==> config.mk <==
export PLATFORM = sky130hd
export DESIGN_NAME = flmux_pipe
export DESIGN_NICKNAME = d
export VERILOG_FILES = /design/src/rtl/flmux_pipe.sv
export SDC_FILE = /design/constraint.sdc
export NUM_CORES = 1
export LEC_CHECK = 0
export CAP_MARGIN = 10
export CORE_ASPECT_RATIO = 2
export CORE_UTILIZATION = 39
export DETAILED_ROUTE_END_ITERATION = 8
export GPL_TIMING_DRIVEN = 0
export PLACE_DENSITY = 0.75
export SYNTH_ARGS = -nofsm -noshare
export SYNTH_HDL_FRONTEND = slang
export SYNTH_SLANG_ARGS = --single-unit
export TNS_END_PERCENT = 20
==> constraint.sdc <==
create_clock -name CK -period 1.3 [get_ports CK]
set_clock_uncertainty 0.15 [all_clocks]
set_input_delay 0.26 -clock CK [delete_from_list [all_inputs] [get_ports CK]]
set_output_delay 0.26 -clock CK [all_outputs]
set_load 0.01 [all_outputs]
==> src/rtl/flmux_pipe.sv <==
// Pipelined channel multiplexer: stage 0 picks one of NIN channels, then DEPTH-1 plain delay stages.
// Optional occupancy counter output CNT is enabled by defining FLMUX_PIPE_OCCUPANCY_EN.
module flmux_pipe #(
  parameter int WIDTH = 8,
  parameter int NIN   = 4,
  parameter int DEPTH = 3,
  parameter int SELW  = $clog2(NIN)
) (
  input  logic                   CK,
  input  logic                   CD,
  input  logic                   SP,
  input  logic [SELW-1:0]        SD,
  input  logic [NIN*WIDTH-1:0]   D,
  input  logic                   DV,
  output logic [WIDTH-1:0]       Q,
  output logic                   QV,
  output logic                   FULL
`ifdef FLMUX_PIPE_OCCUPANCY_EN
  ,
  output logic [$clog2(DEPTH+1)-1:0] CNT
`endif
);

  logic [WIDTH-1:0] s_q [DEPTH];
  logic [DEPTH-1:0] v_q;
  logic [WIDTH-1:0] s0_d;
  logic             v0_d;

  // An out-of-range select matches no channel, so stage 0 loads zero data and an invalid flag.
  always_comb begin
    s0_d = '0;
    v0_d = 1'b0;
    for (int k = 0; k < NIN; k++) begin
      if (SD == SELW'(k)) begin
        s0_d = D[k*WIDTH +: WIDTH];
        v0_d = DV;
      end
    end
  end

  always_ff @(posedge CK) begin
    if (CD) begin
      for (int i = 0; i < DEPTH; i++) begin
        s_q[i] <= '0;
      end
      v_q <= '0;
    end else if (SP) begin
      s_q[0] <= s0_d;
      v_q[0] <= v0_d;
      for (int i = 1; i < DEPTH; i++) begin
        s_q[i] <= s_q[i-1];
        v_q[i] <= v_q[i-1];
      end
    end
  end

  assign Q    = s_q[DEPTH-1];
  assign QV   = v_q[DEPTH-1];
  assign FULL = &v_q;

`ifdef FLMUX_PIPE_OCCUPANCY_EN
  localparam int CW = $clog2(DEPTH+1);

  logic [CW-1:0] cnt_q;
  logic [CW-1:0] cnt_d;

  // One flag enters and the last one leaves on every enabled edge, so the count stays within 0..DEPTH.
  always_comb begin
    cnt_d = cnt_q + CW'(v0_d) - CW'(v_q[DEPTH-1]);
  end

  always_ff @(posedge CK) begin
    if (CD) begin
      cnt_q <= '0;
    end else if (SP) begin
      cnt_q <= cnt_d;
    end
  end

  assign CNT = cnt_q;
`endif

endmodule

# --- Word-level counts from Yosys, hierarchy flattened ---
# Memories as Yosys holds them, arrays and structs flattened.
# Cells that the tools add are included.
totals:
  in_bits: 38
  mem_bits_rw: 24
  ff_bits: 3
  n_memories: 1
  output_inout_bits: 10
  wordCells: 26
memory_table:
  columns: ["name", "words", "width", "rd", "rd_clocked_by_memory_dff", "write_ports", "line", "source"]
  rows:
  - ["s_q", 3, 8, 3, 0, 3, "24", "logic [WIDTH-1:0] s_q [DEPTH];"]
op_classes:
  mux: 16
  bitwise_logic: 3
  eq_ne: 3
  n_reduce_logical: 2
ops:
  columns: ["operator", "n"]
  rows:
  - ["$mux 8", 7]
  - ["$mux 1", 9]
  - ["$eq 2x2->1 const B", 2]
  - ["$or 1x1->1", 3]
  - ["$reduce_and 3->1", 1]
  - ["$eq 2x1->1 const B", 1]
  - ["$logic_not 2->1", 1]

# --- Logic depth before layout (Yosys ltp) ---
# Gate-level depths: netlist of the first run.
logic_depth:
  ltp_word: 6
  mapped_depth: 4
  depth_no_buf: 2

# --- Worst setup path before layout of the first run ---
# Ideal clock, no wire load.
synth_path:
  path_kind: "input to register"
  startpoint: "input SP"
  endpoint: "memory s_q[0][0], enable pin"
  setup_time_ns: 0.310
  path_buffers: 1
  required_time_ns: 0.840
  path_slack_ns: -0.030
  stages: 2
  arrival_ns: 0.870
  path_cell_list: "buf_4 > or2_2"
synth_lines:
  columns: ["item", "line", "source"]
  rows:
  - ["start: declaration", "11", "input logic SP,"]
  - ["end: declaration", "24", null]

==> results of run 1 <==
-- logic make-up after synthesis --
family | Yosys count | share of synthesized area (%)
flops | 27 | 61.4
compound gates | 8 | 4.42
simple gates | 24 | 11.6
buf+inv | 13 | 7.67
mux | 19 | 14.9
-- area by class of cell --
cell class | count | area (um2)
fillers | 269 | 1350
flip-flops and latches | 27 | 785
multi-input cells | 51 | 415
repair buffers | 45 | 438
clock buffers | 4 | 45.0
plain buffers | 7 | 53.8
well taps | 31 | 38.8
-- routing by layer --
metal / up-vias / part of all wire, % / routed length [um]
met4: 0 / 1.8 / 39
met5: - / 0 / 0
met3: 5 / 5.8 / 123
li1: 408 / - / -
met2: 46 / 61 / 1300
met1: 390 / 32 / 680
-- worst max-delay path by stage --
stage,endpoint,from
global placement,s_q[0][21]$_SDFFCE_PN0P_,CD
CTS,FULL,v_q[1]$_SDFFE_PP0P_
detailed placement,s_q[0][18]$_SDFFCE_PN0P_,CD
floorplan,s_q[0][7]$_SDFFCE_PN0P_,SD[0]
finish,Q[0],s_q[0][16]$_SDFFCE_PN0P_
global route,Q[4],s_q[0][20]$_SDFFCE_PN0P_
-- cells in the final DEF (no fill, tap or decap) --
| cell | Yosys | routed |
|---|---|---|
| and2_1 | 16 | 16 |
| and2b_2 | 0 | 1 |
| and3_4 | 0 | 1 |
| buf_2 | 0 | 3 |
| buf_4 | 11 | 5 |
| buf_6 | 1 | 7 |
| clkbuf_1 | 1 | 1 |
| clkbuf_2 | 0 | 2 |
| clkbuf_8 | 0 | 3 |
| clkdlybuf4s15_2 | 0 | 1 |
| clkdlybuf4s50_1 | 0 | 33 |
| dfxtp_2 | 0 | 3 |
| dlygate4sd2_1 | 0 | 1 |
| edfxtp_1 | 24 | 24 |
| mux2i_1 | 19 | 19 |
| nand3b_1 | 1 | 1 |
| nor2_1 | 3 | 3 |
| o22ai_1 | 7 | 5 |
| o22ai_2 | 1 | 3 |
| or2_4 | 0 | 1 |
| or3b_1 | 1 | 1 |
-- cells in the mapped netlist --
master / n
buf_6: 1
nor2_1: 3
and2b_1: 1
and3_1: 1
or2_2: 1
nand3b_1: 1
and2_1: 16
or3b_1: 1
o22ai_2: 1
clkbuf_1: 1
o22ai_1: 7
dfxtp_1: 3
buf_4: 11
edfxtp_1: 24
mux2i_1: 19
-- metrics by stage --
stage,setup TNS (ps),instance area (um2)
finish,-2.21,1780
global placement,-20670,1760
CTS,-17.0,1770
global route,-88.3,1780
floorplan,-6.67,1270
detailed placement,-22740,1760
-- what timing repair did --
action / CTS / global route
pin swaps: 1 / 1
gates resized for setup: 52 / 5
endpoints found under the setup margin: 58 / 5
-- flip-flops by register name, indices dropped and copies added (netlist names) --
signal,flops
s_q,24
v_q,3
-- power breakdown --
part	total (mW)	switching [mW]	internal (mW)
sequential	1.03	0.0167	1.01
clock	0.473	0.253	0.220
combinational	0.269	0.0950	0.174
total	1.77	0.365	1.40
==> flow_summary.ini, run 1 <==
[timing]
finalCritPeriodShare_pct = 100
hold_viol = 0
setup_violations = 2
rsz0062_at_grt = true
worstMarginPinSlew_ps = 410
worst_slack_ps = -1.24
finalCriticalPeriod_ps = 1300
max_slew_margin_pct = 72.6
drv_slew = 0
hold_slack_ps = 155
achievable-frequency_mhz = 768

[synth]
yosysSeqAreaShare_pct = 61.4
synth_fp_nets = 129
syn-instance-count = 91
yosys.cell_types.count = 15
ys_seq_elements = 27
synth_area_leaders = edfxtp_1 57%, mux2i_1 15%, and2_1 7.9%
synth.cell_area_mm2 = 0.00127
synth_area_per_cell_um2 = 14.0
yosys_warnings = 0
synth_top_area_cell = edfxtp_1
synth_top_area_share_pct = 56.6

[global_routing]
grt_usage_pct = 14.0
grt_pass1_vias = 894
top_usage_layer = met2
grt_pass1_wl_um = 3650
grt_use_met3_pct = 1.95
use_met1_pct = 13.0
grt_util_met2_pct = 28.9
gr-total-overflow = 0
antenna_found_initial = 0
grt_max_degree = 25

[status]
status = finished, violations left
violations = negative setup slack

[floorplan]
coreArea_mm2 = 0.00312
start_util_pct = 40.8
die_area_mm2 = 0.00351
pin_count = 48
die_x_um = 42.4
rows = 29
dieHeight_um = 82.8

[pwr]
power_density_mw_per_mm2 = 995
power_mw = 1.77
ir_worst_vdd_mv = 0.684
leakagePower_nw = 0.737

[worst_setup_path]
cp-end-kind = output pin
critPathMaxFanout = 1
cpPeakStageDelay_ps = 360
path_buf_inv = 2
arrival_ps = 890
worstPathCellList = buf_4 -> buf_2
r2r_cells = 1
cp_top_family = flip-flops
cp.required_ps = 890
critPathLaunchType = register
crit_slowest_cell = edfxtp_1
crit_type = register to output pin
reg2reg_from = s_q[0][6]$_SDFFCE_PN0P_
regToRegSetupSlack_ps = 380
rr_endpoint = s_q[0][14]$_SDFFCE_PN0P_
crit_cells = 2

[clock_network]
path_clk_slew_ps = 90
clk_root_buffer_cell = clkbuf_8
tritoncts = built
insertion_delay_ps = 270
post-cts-setup-buffers = 0
cts_buffers = 3
clock_path_buffers = 2
h-tree-depth = 1
hold_buffers = 0
numClockSinks = 27

[worst_hold_path]
hold_path.startpoint = SP
whs_endpoint = v_q[1]$_SDFFE_PP0P_
hp-class = input port to register
min_path_cells = 3

[routing]
drc = 0
routed_wl_um = 2140
final_antenna_net_count = 0
routed_via_density = 5.15
drt_iter0_drc = 11
wl_per_cell_um = 13.0
vias = 849
first_pass_iters = 2

[layout]
area_growth_pct = 39.5
drive_above_1_share_pct = 22.4
diodes = 0
finalNetCount = 173
stdcell_count = 165
final_core_util_pct = 56.9

[place]
dp.cells = 167
place_congestion = 0.625
port_buffers = 45
dp_slack_ps = -646

[job]
max_cap_viol_count = 0
Note: power is estimated with default switching activity, not from simulation.
==> inputs of run 2 (changes only) <==
Settings changed: CTS_CLUSTER_DIAMETER set to 120.
==> results of run 2 <==
No change in the layout: final DEF, timing and power equal those of run 1.
==> inputs of run 3 (changes only) <==
Settings changed: CORE_UTILIZATION 39 to 46, PLACE_DENSITY 0.75 to 0.83.
Clock period 1.3 ns to 1.7 ns, I/O delays scaled along.
==> run 3 against run 2 <==
  * The run now ends clean
  * Clock power fell by 25%
  * First-iteration DRC count rose by 64%
  * Utilization rose by 12 points
  * Non-clock buffer count rose by 6
  * Cell area rose by 0.78%
  * Power fell by 24%
  * Count of clock-buffer cells in the layout fell by 1
  * Via count rose by 2.7%
  * Critical path type unchanged
==> flow_summary.ini, run 3 (synthesized netlist as in run 1, its figures left out) <==
[status]
status = finished, final reports clean

[floorplan]
start_util_pct = 48.9
die_area_mm2 = 0.00299
dieHeight_um = 76.4
rows = 26
die_x_um = 39.2
pin_count = 48
coreArea_mm2 = 0.00260

[worst_setup_path]
cp_top_family = buffers and inverters
crit_slowest_cell = clkdlybuf4s50_1
reg2reg_from = s_q[0][6]$_SDFFCE_PN0P_
critPathMaxFanout = 3
r2r_cells = 1
critPathLaunchType = register
regToRegSetupSlack_ps = 770
crit_start = v_q[2]$_SDFFE_PP0P_
worstPathCellList = clkdlybuf4s50_1
arrival_ps = 1170
crit_type = register to output pin
crit_end = QV
crit_cells = 1
path_buf_inv = 1
rr_endpoint = s_q[0][14]$_SDFFCE_PN0P_
cpPeakStageDelay_ps = 540
cp.required_ps = 1210
cp-end-kind = output pin

[job]
max_cap_viol_count = 0

[place]
hpwlAfterDp_um = 1770
dp.cells = 164
place_congestion = 0.644
port_buffers = 45

[layout]
final_cell_mix = 35 x clkdlybuf4s50_1, 24 x edfxtp_1, 19 x mux2i_1
largest_reg_flops = 24
diodes = 0
drive_above_1_share_pct = 17.9
regMostFlops = s_q
area_growth_pct = 40.6
reg_top3 = s_q x24, v_q x3
stdcell_count = 168
finalNetCount = 179
layout_commonest_cell = clkdlybuf4s50_1
final_core_util_pct = 68.8

[global_routing]
antenna_found_initial = 0
grt_usage_pct = 17.2
grt_pass1_vias = 913
grt_max_degree = 25
gr-total-overflow = 0
grt_pass1_wl_um = 3660

[routing]
first_pass_iters = 4
final_antenna_net_count = 0
wl_per_cell_um = 13.4
drc = 0
routed_wl_um = 2250
routed_via_density = 5.19
vias = 872
drt_iter0_drc = 18

[timing]
max_slew_margin_pct = 63.1
drv_slew = 0
finalCritPeriodShare_pct = 97.5
hold_slack_ps = 230
rsz0062_at_grt = false
hold_viol = 0
setup_violations = 0
worstMarginPinSlew_ps = 554
finalCriticalPeriod_ps = 1660
achievable-frequency_mhz = 603

[clock_network]
insertion_delay_ps = 260
clk_root_buffer_cell = clkbuf_8
tritoncts = built
hold_buffers = 0
numClockSinks = 27
path_clk_slew_ps = 90
post-cts-setup-buffers = 0
h-tree-depth = 1
clock_path_buffers = 2
cts_buffers = 3

[pwr]
leakagePower_nw = 0.775
ir_worst_vdd_mv = 0.540
power_density_mw_per_mm2 = 754

[worst_hold_path]
hp-class = input port to register
min_path_cells = 2
[run 3: through the flow]
stage | instance area, um2 | worst slack (ps) | setup TNS, ps | power [mW]
floorplan | 1270 | 290 | 0 | 0.893
global placement | 1760 | -242 | -8460 | 1.01
detailed placement | 1760 | -332 | -10710 | 1.02
CTS | 1790 | 12.7 | 0 | 1.36
global route | 1790 | 8.96 | 0 | 1.40
finish | 1790 | 41.7 | 0 | 1.35
[run 3: cell type report]
type / instances / area (um2)
fillers: 224 / 813
flip-flops and latches: 27 / 781
repair buffers: 45 / 434
multi-input cells: 51 / 394
plain buffers: 13 / 98.8
clock buffers: 3 / 41.3
well taps: 28 / 35.0
clock inverters: 1 / 5.00
[run 3: routing by layer]
metal	global-route usage, %	share of wire [%]	vias up
li1	-	-	420
met1	17.2	33	402
met2	33.2	61	48
met3	1.17	5.4	2
met4	5.52	0.49	0
met5	0	0	-
[run 3: worst min-delay path by stage]
stage / startpoint / to / slack (ps)
2_1_floorplan: CD / v_q[0]$_SDFFE_PP0P_ / 260
3_3_place_gp: v_q[0]$_SDFFE_PP0P_ / v_q[0]$_SDFFE_PP0P_ / 340
3_5_place_dp: s_q[0][13]$_SDFFCE_PN0P_ / s_q[0][21]$_SDFFCE_PN0P_ / 360
4_1_cts: SP / v_q[1]$_SDFFE_PP0P_ / 240
5_1_grt: SP / v_q[1]$_SDFFE_PP0P_ / 270
6_report: CD / v_q[1]$_SDFFE_PP0P_ / 230
[run 3: what timing repair did]
action	CTS	global route
resized for setup	10	1
setup endpoints to repair	19	34
gates cloned	0	0
endpoints found under the hold margin	0	0
pin swaps	0	0
[run 3: power breakdown]
group	switching (mW)	internal (mW)
combinational	0.0734	0.139
sequential	0.0127	0.771
clock	0.189	0.164
total	0.275	1.07
